<file path="src/rtl/bus_pkg.sv">
// +----------------------------------------------------------------------------+
// | bus_pkg : shared widths, beat type and skid state encoding for the bus mux |
// | Rev 1.0 : initial release                                                  |
// +----------------------------------------------------------------------------+
`default_nettype none

package bus_pkg;

  localparam int BUS_W    = 9;
  localparam int BUS_SELW = 4;
  localparam int BUS_NCH  = 10;

  typedef struct packed {
    logic             err;
    logic [BUS_W-1:0] data;
  } bus_beat_t;

  typedef enum logic [1:0] {
    ST_EMPTY = 2'd0,
    ST_FULL1 = 2'd1,
    ST_FULL2 = 2'd2
  } skid_state_t;

endpackage

`default_nettype wire

</file>
<file path="src/rtl/bus_mux_sel.sv">
// +----------------------------------------------------------------------------+
// | bus_mux_sel : combinational N:1 channel extractor with select range check  |
// | Rev 1.0 : initial release                                                  |
// +----------------------------------------------------------------------------+
`default_nettype none

module bus_mux_sel
  import bus_pkg::*;
#(
  parameter int N  = BUS_NCH,
  parameter int W  = BUS_W,
  parameter int SW = BUS_SELW
) (
  input  logic [N*W-1:0] i_data,
  input  logic [SW-1:0]  i_sel,
  output logic [W-1:0]   o_data,
  output logic           o_err
);

  // Any select not matching a populated channel falls through as an error beat.
  always_comb begin
    o_data = '0;
    o_err  = 1'b1;
    for (int k = 0; k < N; k++) begin
      if (i_sel == SW'(k)) begin
        o_data = i_data[k*W +: W];
        o_err  = 1'b0;
      end
    end
  end

endmodule

`default_nettype wire

</file>
<file path="src/rtl/bus_mux_pipe.sv">
// +----------------------------------------------------------------------------+
// | bus_mux_pipe : N:1 W-bit bus mux, registered output, valid/ready, beat cnt |
// | Optional one-entry skid buffer with registered ready: BUS_MUX_SKID_EN      |
// | Rev 1.0 : initial release                                                  |
// +----------------------------------------------------------------------------+
`default_nettype none

module bus_mux_pipe
  import bus_pkg::*;
#(
  parameter int N  = BUS_NCH,
  parameter int W  = BUS_W,
  parameter int SW = BUS_SELW,
  parameter int CW = 8
) (
  input  logic           clk,
  input  logic           rst,
  input  logic [N*W-1:0] in_data,
  input  logic [SW-1:0]  sel,
  input  logic           in_valid,
  output logic           in_ready,
  output logic [W-1:0]   out_data,
  output logic           out_err,
  output logic           out_valid,
  input  logic           out_ready,
  output logic [CW-1:0]  beat_cnt
);

  if (N < 2 || N > 16 || (1 << SW) < N) begin : g_param_check
    $fatal(1, "bus_mux_pipe: illegal N/SW combination");
  end

  logic [W-1:0]  w_sel_data;
  logic          w_sel_err;
  logic          w_accept;
  logic          w_out_valid;
  logic [W-1:0]  r_out_data;
  logic          r_out_err;
  logic [CW-1:0] r_beat_cnt;

  bus_mux_sel #(.N(N), .W(W), .SW(SW)) u_sel (
    .i_data (in_data),
    .i_sel  (sel),
    .o_data (w_sel_data),
    .o_err  (w_sel_err)
  );

`ifdef BUS_MUX_SKID_EN
  skid_state_t r_state;
  skid_state_t w_state_nxt;
  logic        r_in_ready;
  logic [W-1:0] r_skid_data;
  logic        r_skid_err;
  logic        w_load_in;
  logic        w_load_skid;
  logic        w_load_from_skid;

  assign w_accept = in_valid && r_in_ready;

  always_ff @(posedge clk or posedge rst) begin
    if (rst) begin
      r_state    <= ST_EMPTY;
      r_in_ready <= 1'b1;
    end else begin
      r_state    <= w_state_nxt;
      r_in_ready <= (w_state_nxt != ST_FULL2);
    end
  end

  always_comb begin
    w_state_nxt      = r_state;
    w_load_in        = 1'b0;
    w_load_skid      = 1'b0;
    w_load_from_skid = 1'b0;
    case (r_state)
      ST_EMPTY: begin
        if (w_accept) begin
          w_state_nxt = ST_FULL1;
          w_load_in   = 1'b1;
        end
      end
      ST_FULL1: begin
        if (w_accept && !out_ready) begin
          w_state_nxt = ST_FULL2;
          w_load_skid = 1'b1;
        end else if (w_accept) begin
          w_load_in = 1'b1;
        end else if (out_ready) begin
          w_state_nxt = ST_EMPTY;
        end
      end
      ST_FULL2: begin
        if (out_ready) begin
          w_state_nxt      = ST_FULL1;
          w_load_from_skid = 1'b1;
        end
      end
      default: w_state_nxt = ST_EMPTY;
    endcase
  end

  always_ff @(posedge clk or posedge rst) begin
    if (rst) begin
      r_out_data  <= '0;
      r_out_err   <= 1'b0;
      r_skid_data <= '0;
      r_skid_err  <= 1'b0;
    end else begin
      if (w_load_in) begin
        r_out_data <= w_sel_data;
        r_out_err  <= w_sel_err;
      end else if (w_load_from_skid) begin
        r_out_data <= r_skid_data;
        r_out_err  <= r_skid_err;
      end
      if (w_load_skid) begin
        r_skid_data <= w_sel_data;
        r_skid_err  <= w_sel_err;
      end
    end
  end

  assign w_out_valid = (r_state != ST_EMPTY);
  assign in_ready    = r_in_ready;
`else
  logic r_out_valid;

  // Ready looks through the output register so a draining beat frees the slot.
  assign in_ready = !r_out_valid || out_ready;
  assign w_accept = in_valid && in_ready;

  always_ff @(posedge clk or posedge rst) begin
    if (rst) begin
      r_out_valid <= 1'b0;
      r_out_data  <= '0;
      r_out_err   <= 1'b0;
    end else if (w_accept) begin
      r_out_valid <= 1'b1;
      r_out_data  <= w_sel_data;
      r_out_err   <= w_sel_err;
    end else if (out_ready) begin
      r_out_valid <= 1'b0;
    end
  end

  assign w_out_valid = r_out_valid;
`endif

  always_ff @(posedge clk or posedge rst) begin
    if (rst) begin
      r_beat_cnt <= '0;
    end else if (w_out_valid && out_ready) begin
      r_beat_cnt <= r_beat_cnt + CW'(1);
    end
  end

  assign out_valid = w_out_valid;
  assign out_data  = r_out_data;
  assign out_err   = r_out_err;
  assign beat_cnt  = r_beat_cnt;

endmodule

`default_nettype wire
</file>
<file path="config.mk">
export PLATFORM = sky130hd
export DESIGN_NAME = bus_mux_pipe
export DESIGN_NICKNAME = d
export VERILOG_FILES = /design/src/rtl/bus_pkg.sv /design/src/rtl/bus_mux_sel.sv /design/src/rtl/bus_mux_pipe.sv
export SDC_FILE = /design/constraint.sdc
export NUM_CORES = 1
export LEC_CHECK = 0
export ABC_AREA = 1
export CAP_MARGIN = 20
export CORE_MARGIN = 10
export CORE_UTILIZATION = 49
export DETAILED_ROUTE_END_ITERATION = 6
export DONT_BUFFER_PORTS = 1
export SYNTH_ARGS = -nofsm -noshare
export SYNTH_HDL_FRONTEND = slang
export SYNTH_SLANG_ARGS = --single-unit
</file>
<file path="constraint.sdc">
create_clock -name clk -period 1.48 [get_ports clk]
set_input_delay 0.296 -clock clk [delete_from_list [all_inputs] [get_ports clk]]
set_output_delay 0.296 -clock clk [all_outputs]
set_load 0.005 [all_outputs]
</file>
Word-level counts from Yosys, hierarchy flattened
Index checks and enable logic that the tools add are counted.

$add $sub $neg: 1. Reduce and logical (&&, ||, !) cells: 6. Equal/unequal tests: 9. Multiplexer cells: 22.

Operators by type and width (count): $mux 9 (10); $eq 4x3->1 const B (4); $mux 1 (12); $add 8x1->8 const B (1); $eq 4x2->1 const B (2); $eq 4x4->1 const B (2); $eq 4x1->1 const B (1); $logic_not 4->1 (1); $logic_and 1x1->1 (2); $reduce_bool 2->1 (1); $logic_not 1->1 (1); $logic_or 1x1->1 (1).

Bits of input ports: 98. Register bits after elaboration: 19. Logic and storage cells: 42. Output and inout bits: 20.

Longest topological paths before layout
Depth in word-level cells: 11. Gate-level depth with buffers: 11.

Hierarchy
Synthesis repeated with hierarchy kept, for this count alone.

Cell total of the unflattened synthesis: 269. Area, all modules: 1704.1 sq um.

By module, submodules not included: bus_mux_sel (instances 1, seq. area each 0.0 sq um, cells each 177, area each 864.6 sq um); bus_mux_pipe (instances 1, seq. area each 475.5 sq um, cells each 92, area each 839.6 sq um).

Worst setup path before layout
No wires, ideal clock.

Kind: input to register. From: input port sel[3]. To: register r_out_data[1] (netlist: out_data[1]). Setup slack: 0.263 ns. Arrival: 1.100 ns. Path buffers: 0. Stages on the path: 9. Cells stage by stage: inv_2 -> nand2_2 -> nor2_4 -> inv_2 -> or2_0 -> nand2_1 -> nand4_1 -> nand2_1 -> nand2_1.

Word-level cells in the longest chain between the ends: 11. Elaborated cells on any way between the ends: 20.

RTL lines: from (decl) (line bus_mux_pipe.sv:19) `input logic [SW-1:0] sel,`; $logic_not 4->1 (line bus_mux_sel.sv:25) `if (i_sel == SW'(k)) begin`; $mux 9 (9 in a row) (line bus_mux_sel.sv:25); $mux 9 (*) (line bus_mux_sel.sv:25); to (signal assigned) (line bus_mux_pipe.sv:139) `r_out_data <= w_sel_data;`; to (decl) (line bus_mux_pipe.sv:37) `logic [W-1:0] r_out_data;`.

Mark *: on every way between the ends. The rest lies on a longest branch, timed or not. A chain may end at the register's enable or synchronous reset.

Worst setup path after layout
From: register r_out_valid (netlist: out_valid). To: register r_beat_cnt[7] (netlist: beat_cnt[7]).

Word-level cells in the longest chain between the ends: 1.

RTL lines: from (decl) (line bus_mux_pipe.sv:126) `logic r_out_valid;`; from (signal assigned) (line bus_mux_pipe.sv:134) `r_out_valid <= 1'b0;`; from (signal assigned) (line bus_mux_pipe.sv:138) `r_out_valid <= 1'b1;`; from (signal assigned) (line bus_mux_pipe.sv:142) `r_out_valid <= 1'b0;`; $logic_and 1x1->1 (line bus_mux_pipe.sv:152) `end else if (w_out_valid && out_ready) begin`; to (signal assigned) (line bus_mux_pipe.sv:153) `r_beat_cnt <= r_beat_cnt + CW'(1);`; to (decl) (line bus_mux_pipe.sv:39) `logic [CW-1:0] r_beat_cnt;`.

Every way passes these cells.

==> impl_metrics.json <==
{
  "synth_adder_area_share_pct": 0.795,
  "ys_warn_count": 0,
  "status": "completed",
  "synth_compound_area_share_pct": 7.87,
  "grt.met3_usage_pct": 7.46,
  "fin_setup_tns_ns": 0,
  "syn-num-nets": 364,
  "htreeDepth": 1,
  "dp_slack_ns": 0.0835,
  "drcViolationCount": 0,
  "fin_crit_ns": 1.31,
  "die_x_um": 76.7,
  "fin_cells": 318,
  "layout-drive-gt1-share_pct": 8.39,
  "powerDensity_mw_per_mm2": 835,
  "p_leak_nw": 0.906,
  "critPathKind": "flop to flop",
  "use_met2_pct": 28.8,
  "dp.cells": 313,
  "antenna_found_initial": 0,
  "yosys_register_bits": 19,
  "gp_congestion": 0.807,
  "finalHoldViolCount": 0,
  "place_area_mm2": 0.00167,
  "synth_top_family_by_area": "simple AND/OR/NAND/NOR gates",
  "rsz0062_at_grt": "false",
  "fin_util_pct": 55.8,
  "cts_tree": "done",
  "finalSetupViolations": 0,
  "numPortBuffers": 0,
  "grt_pass1_vias": 1704,
  "cp.arrival_ns": 1.51,
  "core_mm2": 0.00305,
  "globalRouteTotalUtil_pct": 17.4,
  "max_cap_viol_count": 0,
  "post-route-period-util_pct": 88.6,
  "cp-end-kind": "flop",
  "cts_setup_buffers": 0,
  "muxShareOfSynthArea_pct": 0,
  "synthXorXnorAreaFrac_pct": 3.90,
  "nets": 374,
  "tightest_slew_ns": 0.516,
  "rows": 20,
  "synth_area_mm2": 0.00157,
  "synth_top_area_cell": "dfrtp_1",
  "max-slew-margin-rel_pct": 65.5,
  "fmax_mhz": 762,
  "crit_fanout": 4,
  "die_area_mm2": 0.00588,
  "hpwl_um": 4560,
  "clk_pin_slew_worst_paths_ns": 0.10,
  "antenna_cells": 0,
  "p_total_mw": 1.42,
  "hp-class": "input port to flop",
  "cts_root_buf": "clkbuf_4",
  "drtIter0Drc": 73,
  "numClockSinks": 19,
  "start_kind": "flop",
  "max_stage_delay_ns": 0.40,
  "crit_top_cell": "nand4_1",
  "seqCellArea_um2": 475,
  "wl_per_cell_um": 16.4,
  "fin_ws_ns": 0.168,
  "cp_slowest_cell": "dfrtp_1",
  "ys_seq_area_share_pct": 30.2,
  "synthSimpleGateAreaFrac_pct": 48.7,
  "grt_pass1_wl_um": 8510,
  "numCtsBuffers": 3,
  "crit_chain": "nand2_1 > inv_1 > nand4_1 > nor2_1 > nand4_1 > xnor2_1",
  "drtPass1Iterations": 4,
  "grt_start_max_net_pins": 20,
  "num_vias": 1654,
  "die-height_um": 76.7,
  "multiInputGateArea_um2": 965,
  "gr-usage-met1_pct": 20.7,
  "design_area_mm2": 0.00170,
  "synth.avg_cell_area_um2": 5.94,
  "fill_cells": 344,
  "detail_route.vias_per_cell": 5.20,
  "synth_cells": 265,
  "hold_ws_ns": 0.203,
  "synthToLayoutAreaGrowth_pct": 8.27,
  "slew_violations": 0,
  "top_usage_layer": "met2",
  "synthTopCellsByArea": "dfrtp_1, nand2_1, nor2_1",
  "overflow": 0,
  "clock_latency_ns": 0.30,
  "io_pins": 118,
  "start_util_pct": 51.6,
  "routed_wl_um": 5210,
  "clockBufferDepth": 2,
  "required_ns": 1.68,
  "netlist-cell-type-count": 22,
  "peakVddDrop_mv": 0.654,
  "skew_ns": 0.00158,
  "synth_top_area_share_pct": 30.2,
  "ant_nets": 0
}
[cell usage in the layout, fill, tap and decap left out]
cell type,count
buf_4,7
clkbuf_4,3
nand2_1,108
nand4_1,12
nor3_1,1
nor2_4,1
xnor2_1,4
a21oi_1,15
or2_0,6
xor2_1,3
nor3b_1,1
dlygate4sd3_1,1
nor3_2,1
clkbuf_1,1
inv_2,5
dfrtp_1,19
nor2_2,3
nor2_1,30
o41ai_1,1
ha_1,1
nand3_1,13
nand2_2,3
inv_1,27
o21ai_0,8
[kinds of logic after synthesis]
| logic type | count (synthesis) |
|---|---|
| buf+inv | 35 |
| flops | 19 |
| compound gates | 24 |
| fa+ha+maj | 1 |
| simple gates | 179 |
| xor+xnor | 7 |
[state kept, by name, indices dropped and copies added (netlist names)]
register / flops
out_err: 1
out_valid: 1
beat_cnt: 8
out_data: 9
[routing by layer]
metal  up-vias  wire length (um)
met4         0                26
met5         -                 0
met1       715              2170
met3         5               531
li1        854                 -
met2        80              2480
[cells in the mapped netlist]
library cell / number
nor2_4: 1
nor2_1: 30
buf_2: 2
nor3_1: 1
nor2_2: 3
xor2_1: 3
clkbuf_1: 1
nor3_2: 1
or2_0: 6
o41ai_1: 1
o21ai_0: 8
nand2_2: 3
nand3_1: 13
xnor2_1: 4
nand2_1: 108
ha_1: 1
a21oi_1: 15
nor3b_1: 1
dfrtp_1: 19
nand4_1: 12
inv_2: 4
inv_1: 28
[area by class of cell]
cell class                 count  area share [%]
multi-input combinational    211            56.6
sequential                    19            27.9
inverter                      32            7.05
timing repair buffer           8            3.67
tap                           44            3.23
clock buffer                   4            1.54
[worst max-delay path: cells and delay by family (launching register included)]
kind	cells	cell delay, ns
AND/OR/NAND/NOR	4	0.53
flip-flops	1	0.40
XOR/XNOR	1	0.14
buffers and inverters	1	0.13
[report_power, final]
part           total (mW)  switching, mW  internal (mW)
clock network       0.265          0.160          0.105
logic               0.349          0.199          0.150
registers           0.809          0.162          0.647
[worst paths after layout]
kind | start | endpoint | slack (ns) | cells past startpoint
hold / removal | out_ready | beat_cnt[0] | 0.20 | 2
max in group asynchronous | rst | out_data[3] | 0.84 | 3
setup / recovery | out_valid | beat_cnt[7] | 0.17 | 6
setup reg to reg | out_valid | beat_cnt[7] | 0.17 | 6
hold reg to reg | beat_cnt[7] | beat_cnt[7] | 0.51 | 1
min in group asynchronous | rst | out_data[7] | 0.45 | 3
[timing repair]
action,in CTS,in global routing
hold buffers,1,0
endpoints found under the setup margin,0,7
endpoints found under the hold margin,19,0
gates resized for setup,0,1
Note: power is estimated with default switching activity, not from simulation.
